File: src/rtl/ct_spsram_ctrl_pkg.sv
// Shared types for the single-port SRAM access controller: controller state
// and the write-buffer entry layout of the 512x59 instance.
package ct_spsram_ctrl_pkg;

    localparam int SRAM_AW = 9;
    localparam int SRAM_DW = 59;

    typedef enum logic [0:0] {
        INIT = 1'b0,
        RUN  = 1'b1
    } ctrl_state_e;

    typedef struct packed {
        logic [SRAM_AW-1:0] addr;
        logic [SRAM_DW-1:0] data;
        logic [SRAM_DW-1:0] mask;
    } wbuf_entry_t;

endpackage

File: src/rtl/ct_spsram_wbuf.sv
// In-order write buffer: circular FIFO with occupancy counter and a parallel
// address comparator over the valid entries, used for read-hazard detection.
module ct_spsram_wbuf
    import ct_spsram_ctrl_pkg::*;
#(
    parameter int  DEPTH   = 2,
    parameter int  AW      = SRAM_AW,
    parameter type entry_t = wbuf_entry_t
) (
    input  logic          CLK,
    input  logic          RST,
    input  logic          push,
    input  entry_t        push_entry,
    input  logic          pop,
    output entry_t        head_entry,
    input  logic [AW-1:0] match_addr,
    output logic          hit,
    output logic          full,
    output logic          empty
);

    localparam int PW = (DEPTH > 1) ? $clog2(DEPTH) : 1;
    localparam int CW = $clog2(DEPTH + 1);

    entry_t            entries_r [DEPTH];
    logic [DEPTH-1:0]  valid_r;
    logic [PW-1:0]     head_r;
    logic [PW-1:0]     tail_r;
    logic [CW-1:0]     count_r;

    function automatic logic [PW-1:0] ptr_inc(input logic [PW-1:0] p);
        if (p == PW'(DEPTH - 1)) begin
            return {PW{1'b0}};
        end else begin
            return p + PW'(1);
        end
    endfunction

    assign head_entry = entries_r[head_r];
    assign full       = (count_r == CW'(DEPTH));
    assign empty      = (count_r == {CW{1'b0}});

    // Storage, per-entry valid flags, pointers and occupancy.
    always_ff @(posedge CLK or posedge RST) begin
        if (RST) begin
            for (int i = 0; i < DEPTH; i++) begin
                entries_r[i] <= '0;
            end
            valid_r <= {DEPTH{1'b0}};
            head_r  <= {PW{1'b0}};
            tail_r  <= {PW{1'b0}};
            count_r <= {CW{1'b0}};
        end else begin
            if (push) begin
                entries_r[tail_r] <= push_entry;
                valid_r[tail_r]   <= 1'b1;
                tail_r            <= ptr_inc(tail_r);
            end
            if (pop) begin
                valid_r[head_r] <= 1'b0;
                head_r          <= ptr_inc(head_r);
            end
            case ({push, pop})
                2'b10:   count_r <= count_r + CW'(1);
                2'b01:   count_r <= count_r - CW'(1);
                default: count_r <= count_r;
            endcase
        end
    end

    // Any valid entry targeting the probed address is a hazard.
    always_comb begin
        hit = 1'b0;
        for (int i = 0; i < DEPTH; i++) begin
            hit = hit | (valid_r[i] & (entries_r[i].addr == match_addr));
        end
    end

endmodule

File: src/rtl/ct_f_spsram_512x59_ctrl.sv
// Access controller in front of the 512x59 single-port SRAM: post-reset zero
// sweep, buffered writes, hazard-checked reads, one SRAM operation per cycle.
module ct_f_spsram_512x59_ctrl
    import ct_spsram_ctrl_pkg::*;
#(
    parameter int ADDR_WIDTH = SRAM_AW,
    parameter int DATA_WIDTH = SRAM_DW,
    parameter int WBUF_DEPTH = 2,
    parameter int INIT_EN    = 1
) (
    input  logic                  CLK,
    input  logic                  RST,
    input  logic                  rd_vld,
    input  logic [ADDR_WIDTH-1:0] rd_addr,
    output logic                  rd_ready,
    output logic                  rsp_vld,
    output logic [DATA_WIDTH-1:0] rsp_data,
    input  logic                  wr_vld,
    input  logic [ADDR_WIDTH-1:0] wr_addr,
    input  logic [DATA_WIDTH-1:0] wr_data,
    input  logic [DATA_WIDTH-1:0] wr_mask,
    output logic                  wr_ready,
    output logic                  init_done,
    output logic                  wbuf_empty,
    output logic [ADDR_WIDTH-1:0] sram_a,
    output logic                  sram_cen,
    output logic                  sram_gwen,
    output logic [DATA_WIDTH-1:0] sram_wen,
    output logic [DATA_WIDTH-1:0] sram_d,
    input  logic [DATA_WIDTH-1:0] sram_q
);

    typedef struct packed {
        logic [ADDR_WIDTH-1:0] addr;
        logic [DATA_WIDTH-1:0] data;
        logic [DATA_WIDTH-1:0] mask;
    } entry_t;

    localparam ctrl_state_e           RESET_STATE = (INIT_EN != 0) ? INIT : RUN;
    localparam logic [ADDR_WIDTH-1:0] INIT_LAST   = {ADDR_WIDTH{1'b1}};

    ctrl_state_e           state_r;
    ctrl_state_e           state_nxt_s;
    logic [ADDR_WIDTH-1:0] init_cnt_r;
    logic [ADDR_WIDTH-1:0] init_cnt_nxt_s;
    logic                  rsp_vld_r;

    logic                  run_s;
    logic                  init_s;
    logic                  push_s;
    logic                  pop_s;
    logic                  rd_issue_s;
    logic                  hit_s;
    logic                  full_s;
    logic                  empty_s;
    entry_t                push_entry_s;
    entry_t                head_s;

    // While RST is held nothing is driven to the macro and no request is taken.
    assign run_s  = (state_r == RUN)  && !RST;
    assign init_s = (state_r == INIT) && !RST;

    assign wr_ready     = run_s && !full_s;
    assign push_s       = wr_vld && wr_ready && (wr_mask != {DATA_WIDTH{1'b0}});
    assign push_entry_s = '{addr: wr_addr, data: wr_data, mask: wr_mask};

    ct_spsram_wbuf #(
        .DEPTH   (WBUF_DEPTH),
        .AW      (ADDR_WIDTH),
        .entry_t (entry_t)
    ) u_wbuf (
        .CLK        (CLK),
        .RST        (RST),
        .push       (push_s),
        .push_entry (push_entry_s),
        .pop        (pop_s),
        .head_entry (head_s),
        .match_addr (rd_addr),
        .hit        (hit_s),
        .full       (full_s),
        .empty      (empty_s)
    );

    // State register and sweep counter.
    always_ff @(posedge CLK or posedge RST) begin
        if (RST) begin
            state_r    <= RESET_STATE;
            init_cnt_r <= {ADDR_WIDTH{1'b0}};
        end else begin
            state_r    <= state_nxt_s;
            init_cnt_r <= init_cnt_nxt_s;
        end
    end

    // Next state: sweep every address once, then stay in RUN.
    always_comb begin
        state_nxt_s    = state_r;
        init_cnt_nxt_s = init_cnt_r;
        case (state_r)
            INIT: begin
                init_cnt_nxt_s = init_cnt_r + ADDR_WIDTH'(1);
                if (init_cnt_r == INIT_LAST) begin
                    state_nxt_s = RUN;
                end else begin
                    state_nxt_s = INIT;
                end
            end
            RUN: begin
                state_nxt_s    = RUN;
                init_cnt_nxt_s = {ADDR_WIDTH{1'b0}};
            end
            default: begin
                state_nxt_s    = RESET_STATE;
                init_cnt_nxt_s = {ADDR_WIDTH{1'b0}};
            end
        endcase
    end

    // Arbiter: a full buffer drains first so writers always make progress.
    always_comb begin
        pop_s      = 1'b0;
        rd_issue_s = 1'b0;
        if (run_s) begin
            if (full_s) begin
                pop_s = 1'b1;
            end else if (rd_vld && !hit_s) begin
                rd_issue_s = 1'b1;
            end else if (!empty_s) begin
                pop_s = 1'b1;
            end else begin
                pop_s      = 1'b0;
                rd_issue_s = 1'b0;
            end
        end else begin
            pop_s      = 1'b0;
            rd_issue_s = 1'b0;
        end
    end

    // SRAM pin drive for the single operation selected this cycle.
    always_comb begin
        sram_cen  = 1'b1;
        sram_gwen = 1'b1;
        sram_wen  = {DATA_WIDTH{1'b1}};
        sram_a    = {ADDR_WIDTH{1'b0}};
        sram_d    = {DATA_WIDTH{1'b0}};
        if (init_s) begin
            sram_cen  = 1'b0;
            sram_gwen = 1'b0;
            sram_wen  = {DATA_WIDTH{1'b0}};
            sram_a    = init_cnt_r;
        end else if (pop_s) begin
            sram_cen  = 1'b0;
            sram_gwen = 1'b0;
            sram_wen  = ~head_s.mask;
            sram_a    = head_s.addr;
            sram_d    = head_s.data;
        end else if (rd_issue_s) begin
            sram_cen  = 1'b0;
            sram_a    = rd_addr;
        end else begin
            sram_cen  = 1'b1;
            sram_gwen = 1'b1;
        end
    end

    // Response valid follows an issued read by exactly one cycle.
    always_ff @(posedge CLK or posedge RST) begin
        if (RST) begin
            rsp_vld_r <= 1'b0;
        end else begin
            rsp_vld_r <= rd_issue_s;
        end
    end

    assign rd_ready   = rd_issue_s;
    assign rsp_vld    = rsp_vld_r;
    assign rsp_data   = rsp_vld_r ? sram_q : {DATA_WIDTH{1'b0}};
    assign init_done  = run_s;
    assign wbuf_empty = empty_s;

endmodule

File: config.mk
export PLATFORM = sky130hd
export DESIGN_NAME = ct_f_spsram_512x59_ctrl
export DESIGN_NICKNAME = d
export VERILOG_FILES = /design/src/rtl/ct_spsram_ctrl_pkg.sv /design/src/rtl/ct_spsram_wbuf.sv /design/src/rtl/ct_f_spsram_512x59_ctrl.sv
export SDC_FILE = /design/constraint.sdc
export NUM_CORES = 1
export LEC_CHECK = 0
export CORE_MARGIN = 1
export CORE_UTILIZATION = 40
export DETAILED_ROUTE_END_ITERATION = 8
export PLACE_DENSITY = 0.69
export REMOVE_ABC_BUFFERS = 1
export SYNTH_ARGS = -nofsm -noshare
export SYNTH_HDL_FRONTEND = slang
export SYNTH_HIERARCHICAL = 1
export SYNTH_SLANG_ARGS = --single-unit
File: constraint.sdc
create_clock -name CLK -period 20.1 [get_ports CLK]
set_input_delay 4.02 -clock CLK [delete_from_list [all_inputs] [get_ports CLK]]
set_output_delay 4.02 -clock CLK [all_outputs]
set_load 0.02 [all_outputs]
==> summary.md, run 1 <==
| Metric | Value |
|---|---|
| Int Power | `903.2 uW` |
| Final RePlAce weighted congestion | `0.8221` |
| Met3 routed WL | `1766 um` |
| Unique masters post-synth | `35` |
| First-pass GRT wire length | `56570 um` |
| Fin crit share | `59.42%` |
| Clock share of power | `45.3%` |
| Root buffer cell | `clkbuf_16` |
| Slew Limit Fails | `0` |
| Area Overhead vs Synth | `37.95%` |
| Vias in the first global route | `9840` |
| Setup bufs post-CTS | `0` |
| Net switching power | `256.8 uW` |
| Seq/Total Area, Yosys | `50.35%` |
| CTS Sinks | `271` |
| Pre-Repair DR Iteration Count | `5` |
| Worst r2r src | `state_r` |
| CP required | `16080 ps` |
| Clock-pin slew on the worst setup and hold paths | `50 ps` |
| Asr flop ratio synth | `100.0%` |
| Final WL | `37580 um` |
| Post-place setup slack | `8120 ps` |
| Post-synth EDFFs | `0` |
| Fin crit period | `11940 ps` |
| Met1 WL | `14640 um` |
| Commonest non-fill, non-tap cell in the layout | `clkdlybuf4s50_1` |
| Setup crit end kind | `output pin` |
| Via density per instance | `5.181` |
| Worst Skew | `16.80 ps` |
| Nets | `1591` |
| Final setup viols | `0` |
| Clock latency on the worst-skew pair | `550 ps` |
| Syn Inst Count | `1032` |
| Core ar. | `0.03287 mm^2` |
| Commonest non-fill, non-tap cells in the layout | `391 x clkdlybuf4s50_1, 308 x mux2_2, 270 x dfrtp_1, 73 x mux2_1, 60 x and3_1` |
| VDD IR max | `0.05189 mV` |
| Synth Cell Area | `0.01347 mm^2` |
| Final hold violations | `0` |
| CTS Hold Buffers Added | `0` |
| Final worst slack | `8156 ps` |
| Worst R2R Setup Slack | `14820 ps` |
| Sw frac | `22.14%` |
| Worst hold stages | `1` |
| Worst Hold Class | `flop to flop` |
| Io pins | `392` |
| Chip Width | `185.5 um` |
| CTS Buffer Depth | `3` |
| Final ANT Viol Nets | `0` |
| R2R depth | `10` |
| Lkg Pwr | `0.008958 uW` |
| Syn avg cell area | `13.05 um^2` |
| Num rows | `66` |
| Overflow after GRT | `0` |
| Wire length per cell | `20.22 um` |
| Port bufs | `391` |
| DR WL met2 | `20420 um` |
| Run status | `completed` |
| F_max | `83.72 MHz` |
| CP arrival | `7920 ps` |
| Resize count post-CTS | `0` |
| DR vias | `9631` |
| Critical path class | `primary input to output pin` |
| First DRT Iteration DRCs | `368` |
| Critical Path Start Type | `primary input` |
| Initial antenna violation count | `7` |
| DP Wirelength | `25670 um` |
| Die area | `0.03441 mm^2` |
| Capture point of the worst reg-to-reg path | `u_wbuf/entries_r[145]` |
| Drc violations | `0` |
| RSZ-0062 raised after global routing | `false` |
| Pwr/cell area | `62.43 mW/mm^2` |
| Yosys warns | `6` |
| Min-delay src | `u_wbuf/entries_r[230]` |
| Slew HR | `31.41%` |
| Max_cap viols | `0` |
| Seq pwr share | `47.0%` |
| Post-Route Setup TNS | `0 ps` |
| CTS tree | `done` |
| Comb power frac | `7.6%` |
| Seq cells post-synth | `271` |
| Largest net degree at the start of global routing | `142` |
| Synth Flop Type | `dfrtp_1` |
| Top sig layer | `met4` |
| GRT Total Usage | `21.35%` |
| Worst slew pin tran | `1029 ps` |
| Layout cells sized above 1 | `27.87%` |
| Hold EP | `u_wbuf/entries_r[230]` |
| Die Height | `185.5 um` |
| Num CTS Buffers | `31` |
| H-tree depth | `1` |
| Initial Util | `40.98%` |
| Worst Path Max Fanout | `71` |
## cell families (layout without fill, tap and decap cells)
logic type                 Yosys count  after routing  synth area share (%)
muxes                              381            381                 31.85
DFF                                271            271                 50.35
and+or+nand+nor                    182            182                 8.100
AOI/OAI and AO/OA                   84             84                 4.143
buffers and inverters               83            461                 3.456
xor gates and xnor gates            28             28                 1.821
adders and majority gates            3              3                0.2787
other                                0              7                     0
## synthesized netlist by cell type (2+ instances only)
library cell | count | area share [%]
nor4_1 | 18 | 0.84
buf_1 | 5 | 0.14
a32oi_1 | 3 | 0.20
dfrtp_1 | 271 | 50
clkbuf_1 | 19 | 0.53
buf_2 | 33 | 1.2
inv_1 | 4 | 0.11
mux2_2 | 308 | 26
nand4_1 | 5 | 0.23
a21o_1 | 6 | 0.33
nand2_1 | 3 | 0.084
nand3_1 | 5 | 0.19
and3_1 | 60 | 2.8
a21oi_2 | 20 | 1.3
nor2b_1 | 5 | 0.23
o21ai_0 | 2 | 0.074
xor2_1 | 17 | 1.1
xnor2_1 | 11 | 0.72
mux2_1 | 73 | 6.1
a21oi_1 | 46 | 1.7
and2_1 | 59 | 2.7
a22o_1 | 6 | 0.39
buf_4 | 12 | 0.67
or2_2 | 2 | 0.093
nor2_1 | 17 | 0.47
nor3_1 | 3 | 0.11
buf_6 | 9 | 0.75
ha_1 | 3 | 0.28
## final cells by class
type	count	area [um^2]
Clock inverter	4	26.28
Antenna cell	7	17.52
Tap cell	442	553.0
Clock buffer	50	917.1
Multi-Input combinational cell	678	6259
Sequential cell	271	6785
Fill cell	2900	14290
Timing Repair Buffer	402	3996
Inverter	5	26.28
## worst max-delay path by stage
stage	from	endpoint	cells past startpoint
6_report	rd_addr[3]	sram_a[5]	11
5_1_grt	rd_addr[3]	sram_a[5]	11
4_1_cts	rd_addr[3]	sram_wen[16]	11
3_5_place_dp	rd_addr[3]	sram_wen[16]	11
3_3_place_gp	rd_addr[3]	sram_wen[12]	11
2_1_floorplan	RST	u_wbuf/entries_r[136]	7
## state kept, by name (all words and copies together), names as in the netlist
name,cells
u_wbuf/head_r,1
u_wbuf/entries_r,254
u_wbuf/tail_r,1
init_cnt_r,9
u_wbuf/count_r,2
u_wbuf/valid_r,2
rsp_vld,1
state_r,1
## power by group through the flow
stage / Sequential [uW] / Clock [uW] / Combinational, uW
global placement: 556 / 0 / 88.5
global route: 545 / 565 / 95.9
CTS: 546 / 541 / 90.0
detailed placement: 556 / 0 / 89.6
finish: 546 / 526 / 88.5
floorplan: 556 / 0 / 25.7
## critical path: stages
cell and delay (ps):
clkdlybuf4s50_1 480, xor2_1 170, nor4_1 360, nand3_1 110
o21ai_0 290, nor2b_4 80, o21bai_4 110, buf_4 510
and2_4 930, a21o_1 220, clkdlybuf4s50_1 610
## metrics by stage
step                      area, um^2  utilization, %  total power [uW]  instances  hold slack (ps)
after global placement         17620           53.61             644.0       1798            463.4
after global routing           18580           56.53              1206       1859            496.2
final                          18580           56.53              1160       1859            478.8
after floorplan                13020               -             581.5        954            445.8
after detailed placement       17620           53.61             645.2       1798            470.8
after CTS                      18560           56.48              1176       1852            483.9
## metal layers
metal	global-route usage [%]	up-vias
li1	-	4402
met3	2.485	46
met4	6.711	0
met1	24.92	4921
met2	40.36	262
met5	0	-
No activity file was read; power rests on OpenSTA's default activity.
==> inputs of run 2 (changes only) <==
PLACE_DENSITY = 0.72   (was 0.69)
clock period = 10.55 ns   (was 20.1 ns; I/O delays follow)
==> run 2 against run 1 <==
Compared with the run above:
- final area increased by 1.0%
- utilization is 0.59 points higher
- clock power increased by 130%
- clock skew rose by 0.69 ps
- sequential share of layout area decreased by 0.37 points
- flip-flop and latch count unchanged
- worst setup slack worse by 5100 ps
- sequential power rose by 90%
- non-clock buffer count shrank 1
- global-route usage is 0.24 points lower
- die area stayed put
==> summary.md, run 2 (synthesis gave the netlist of run 1 again) <==
| Metric | Value |
|---|---|
| Worst path depth | `10 (was 11)` |
| Min-delay src | `u_wbuf/entries_r[133] (was u_wbuf/entries_r[230])` |
| First-pass GRT wire length | `55910 um (was 56570 um)` |
| Root buffer cell | `clkbuf_16 (unchanged)` |
| Capture point of the worst reg-to-reg path | `u_wbuf/entries_r[149] (was u_wbuf/entries_r[145])` |
| Overflow after GRT | `0 (unchanged)` |
| Critical path class | `primary input to output pin (unchanged)` |
| Final ANT Viol Nets | `0 (unchanged)` |
| CP arrival | `5350 ps (was 7920 ps)` |
| Most flops, register | `u_wbuf/entries_r (unchanged)` |
| Slowest cell on crit path | `and2_4 (unchanged)` |
| Crit path top cell by count | `clkdlybuf4s50_1 (unchanged)` |
| Worst Skew | `17.50 ps (was 16.80 ps)` |
| Net switching power | `508.6 uW (was 256.8 uW)` |
| Slew HR | `25.75% (was 31.41%)` |
| Fin crit share | `70.72%` |
| Via density per instance | `5.137 (was 5.181)` |
| Seq pwr share | `43.3% (was 47.0%)` |
| CTS Buffer Depth | `3 (unchanged)` |
| Fin crit period | `7461 ps` |
| Core ar. | `0.03287 mm^2 (unchanged)` |
| Drc violations | `0 (unchanged)` |
| Layout cells sized above 1 | `28.63% (was 27.87%)` |
| Max reg flops | `254 (unchanged)` |
| GRT Total Usage | `21.10% (was 21.35%)` |
| Worst r2r src | `state_r (unchanged)` |
| Hold_ws | `479.0 ps (was 478.8 ps)` |
| Initial Util | `40.98% (unchanged)` |
| Clock latency on the worst-skew pair | `550 ps (about the same)` |
| Largest regs | `u_wbuf/entries_r x254, init_cnt_r x9 (unchanged)` |
| Resize count post-CTS | `0 (unchanged)` |
| Die area | `0.03441 mm^2 (unchanged)` |
| Worst setup path startpoint | `rd_addr[3] (unchanged)` |
| Die Height | `185.5 um (unchanged)` |
| R2R depth | `9 (was 10)` |
| CP required | `8440 ps (was 16080 ps)` |
| Final WL | `37250 um (was 37580 um)` |
| Post-Layout Cell Count | `1857 (was 1859)` |
| Comb power frac | `7.0% (was 7.6%)` |
| Area Overhead vs Synth | `39.38% (was 37.95%)` |
| Crit-path cells | `clkdlybuf4s50_1, xor2_1, nor4_1, nand3_1, o21ai_0, nor2b_4, o21bai_4, and2_4, a21oi_1, clkdlybuf4s50_1 (was clkdlybuf4s50_1, xor2_1, nor4_1, nand3_1, o21ai_0, nor2b_4, o21bai_4, buf_4, and2_4, a21o_1, clkdlybuf4s50_1)` |
| Commonest non-fill, non-tap cells in the layout | `391 x clkdlybuf4s50_1, 308 x mux2_2, 270 x dfrtp_1, 73 x mux2_1, 60 x and3_1 (unchanged)` |
| Final setup viols | `0 (unchanged)` |
| Delay-heaviest family, CP | `simple AND/OR/NAND/NOR gates (was buffers and inverters)` |
| Vias in the first global route | `9833 (was 9840)` |
| CTS Hold Buffers Added | `0 (unchanged)` |
| Run status | `completed (unchanged)` |
| Worst hold stages | `1 (unchanged)` |
| Post-place setup slack | `3090 ps (was 8120 ps)` |
| Wire length per cell | `20.06 um (was 20.22 um)` |
| Clock-pin slew on the worst setup and hold paths | `60 ps (was 50 ps)` |
| Design area | `0.01877 mm^2 (was 0.01858 mm^2)` |
| Port bufs | `391 (unchanged)` |
| CTS Sinks | `271 (unchanged)` |
| First DRT Iteration DRCs | `353 (was 368)` |
| Critical Path Start Type | `primary input (unchanged)` |
| Int Power | `1892 uW (was 903.2 uW)` |
| Final worst slack | `3089 ps (was 8156 ps)` |
| Pre-Repair DR Iteration Count | `6 (was 5)` |
| Largest net degree at the start of global routing | `129 (was 142)` |
| Hold EP | `u_wbuf/entries_r[133] (was u_wbuf/entries_r[230])` |
| Commonest non-fill, non-tap cell in the layout | `clkdlybuf4s50_1 (unchanged)` |
| Dpl cell area | `0.01761 mm^2 (was 0.01762 mm^2)` |
| Io pins | `392 (unchanged)` |
| Clock share of power | `49.7% (was 45.3%)` |
| Pwr/cell area | `127.9 mW/mm^2 (was 62.43 mW/mm^2)` |
| Slowest stage delay, CP | `780 ps (was 930 ps)` |
| Buf/Inv on CP | `2 (was 3)` |
| Num CTS Buffers | `30 (was 31)` |
| Nets | `1589 (was 1591)` |
| RSZ-0062 raised after global routing | `false (unchanged)` |
| DR vias | `9540 (was 9631)` |
| Sw frac | `21.19% (was 22.14%)` |
| Chip Width | `185.5 um (unchanged)` |
| Num rows | `66 (unchanged)` |
| CTS tree | `done (unchanged)` |
| # placed instances | `1797 (was 1798)` |
| Lkg Pwr | `0.009058 uW (was 0.008958 uW)` |
| Slew Limit Fails | `0 (unchanged)` |
| Setup bufs post-CTS | `0 (unchanged)` |
| Final RePlAce weighted congestion | `0.8102 (was 0.8221)` |
| Initial antenna violation count | `4 (was 7)` |
| Worst Path Max Fanout | `71 (unchanged)` |
| Worst slew pin tran | `1114 ps (was 1029 ps)` |
| H-tree depth | `1 (unchanged)` |
| VDD IR max | `0.1067 mV (was 0.05189 mV)` |
| Setup crit end kind | `output pin (unchanged)` |
| Max_cap viols | `0 (unchanged)` |
| F_max | `134.0 MHz` |
| Worst Hold Class | `flop to flop (unchanged)` |
| Post-Route Setup TNS | `0 ps (unchanged)` |
| DP Wirelength | `25530 um (was 25670 um)` |
| Final hold violations | `0 (unchanged)` |
| Worst R2R Setup Slack | `6670 ps (was 14820 ps)` |
==> run 2: routing by layer <==
| metal | up-vias | wire, um | GRT usage (%) | part of all wire (%) |
|---|---|---|---|---|
| met3 | 59 | 1828 | 3.091 | 4.9 |
| li1 | 4409 | - | - | - |
| met4 | 0 | 1046 | 6.975 | 2.8 |
| met5 | - | 0 | 0 | 0 |
| met1 | 4798 | 14440 | 24.53 | 39 |
| met2 | 274 | 19930 | 39.40 | 54 |
==> run 2: layout make-up <==
| cell class | count | area [um^2] |
|---|---|---|
| diodes | 4 | 10.01 |
| clock buffers | 38 | 840.8 |
| clock inverters | 18 | 310.3 |
| fillers | 2790 | 14090 |
| inverters | 5 | 26.28 |
| multi-input cells | 678 | 6259 |
| flip-flops and latches | 271 | 6785 |
| well taps | 442 | 553.0 |
| repair buffers | 401 | 3989 |
==> run 2: metrics by stage <==
stage	power (uW)	util [%]
2_1_floorplan	1108	-
6_report	2400	57.12
5_1_grt	2481	57.12
4_1_cts	2432	57.09
3_3_place_gp	1227	53.59
3_5_place_dp	1229	53.59
==> run 2: power by group through the flow <==
stage | combinational (uW) | clock (uW) | sequential (uW)
6_report | 168 | 1190 | 1040
3_5_place_dp | 170 | 0 | 1060
3_3_place_gp | 168 | 0 | 1060
4_1_cts | 171 | 1220 | 1040
2_1_floorplan | 49.0 | 0 | 1060
5_1_grt | 182 | 1260 | 1040
==> run 2: worst max-delay path by stage <==
stage                            end  slack (ps)
4_1_cts                 sram_wen[14]        3090
6_report                sram_wen[14]        3090
5_1_grt                 sram_wen[14]        2800
3_5_place_dp            sram_wen[14]        3090
2_1_floorplan  u_wbuf/entries_r[136]        -390
3_3_place_gp            sram_wen[14]        3110
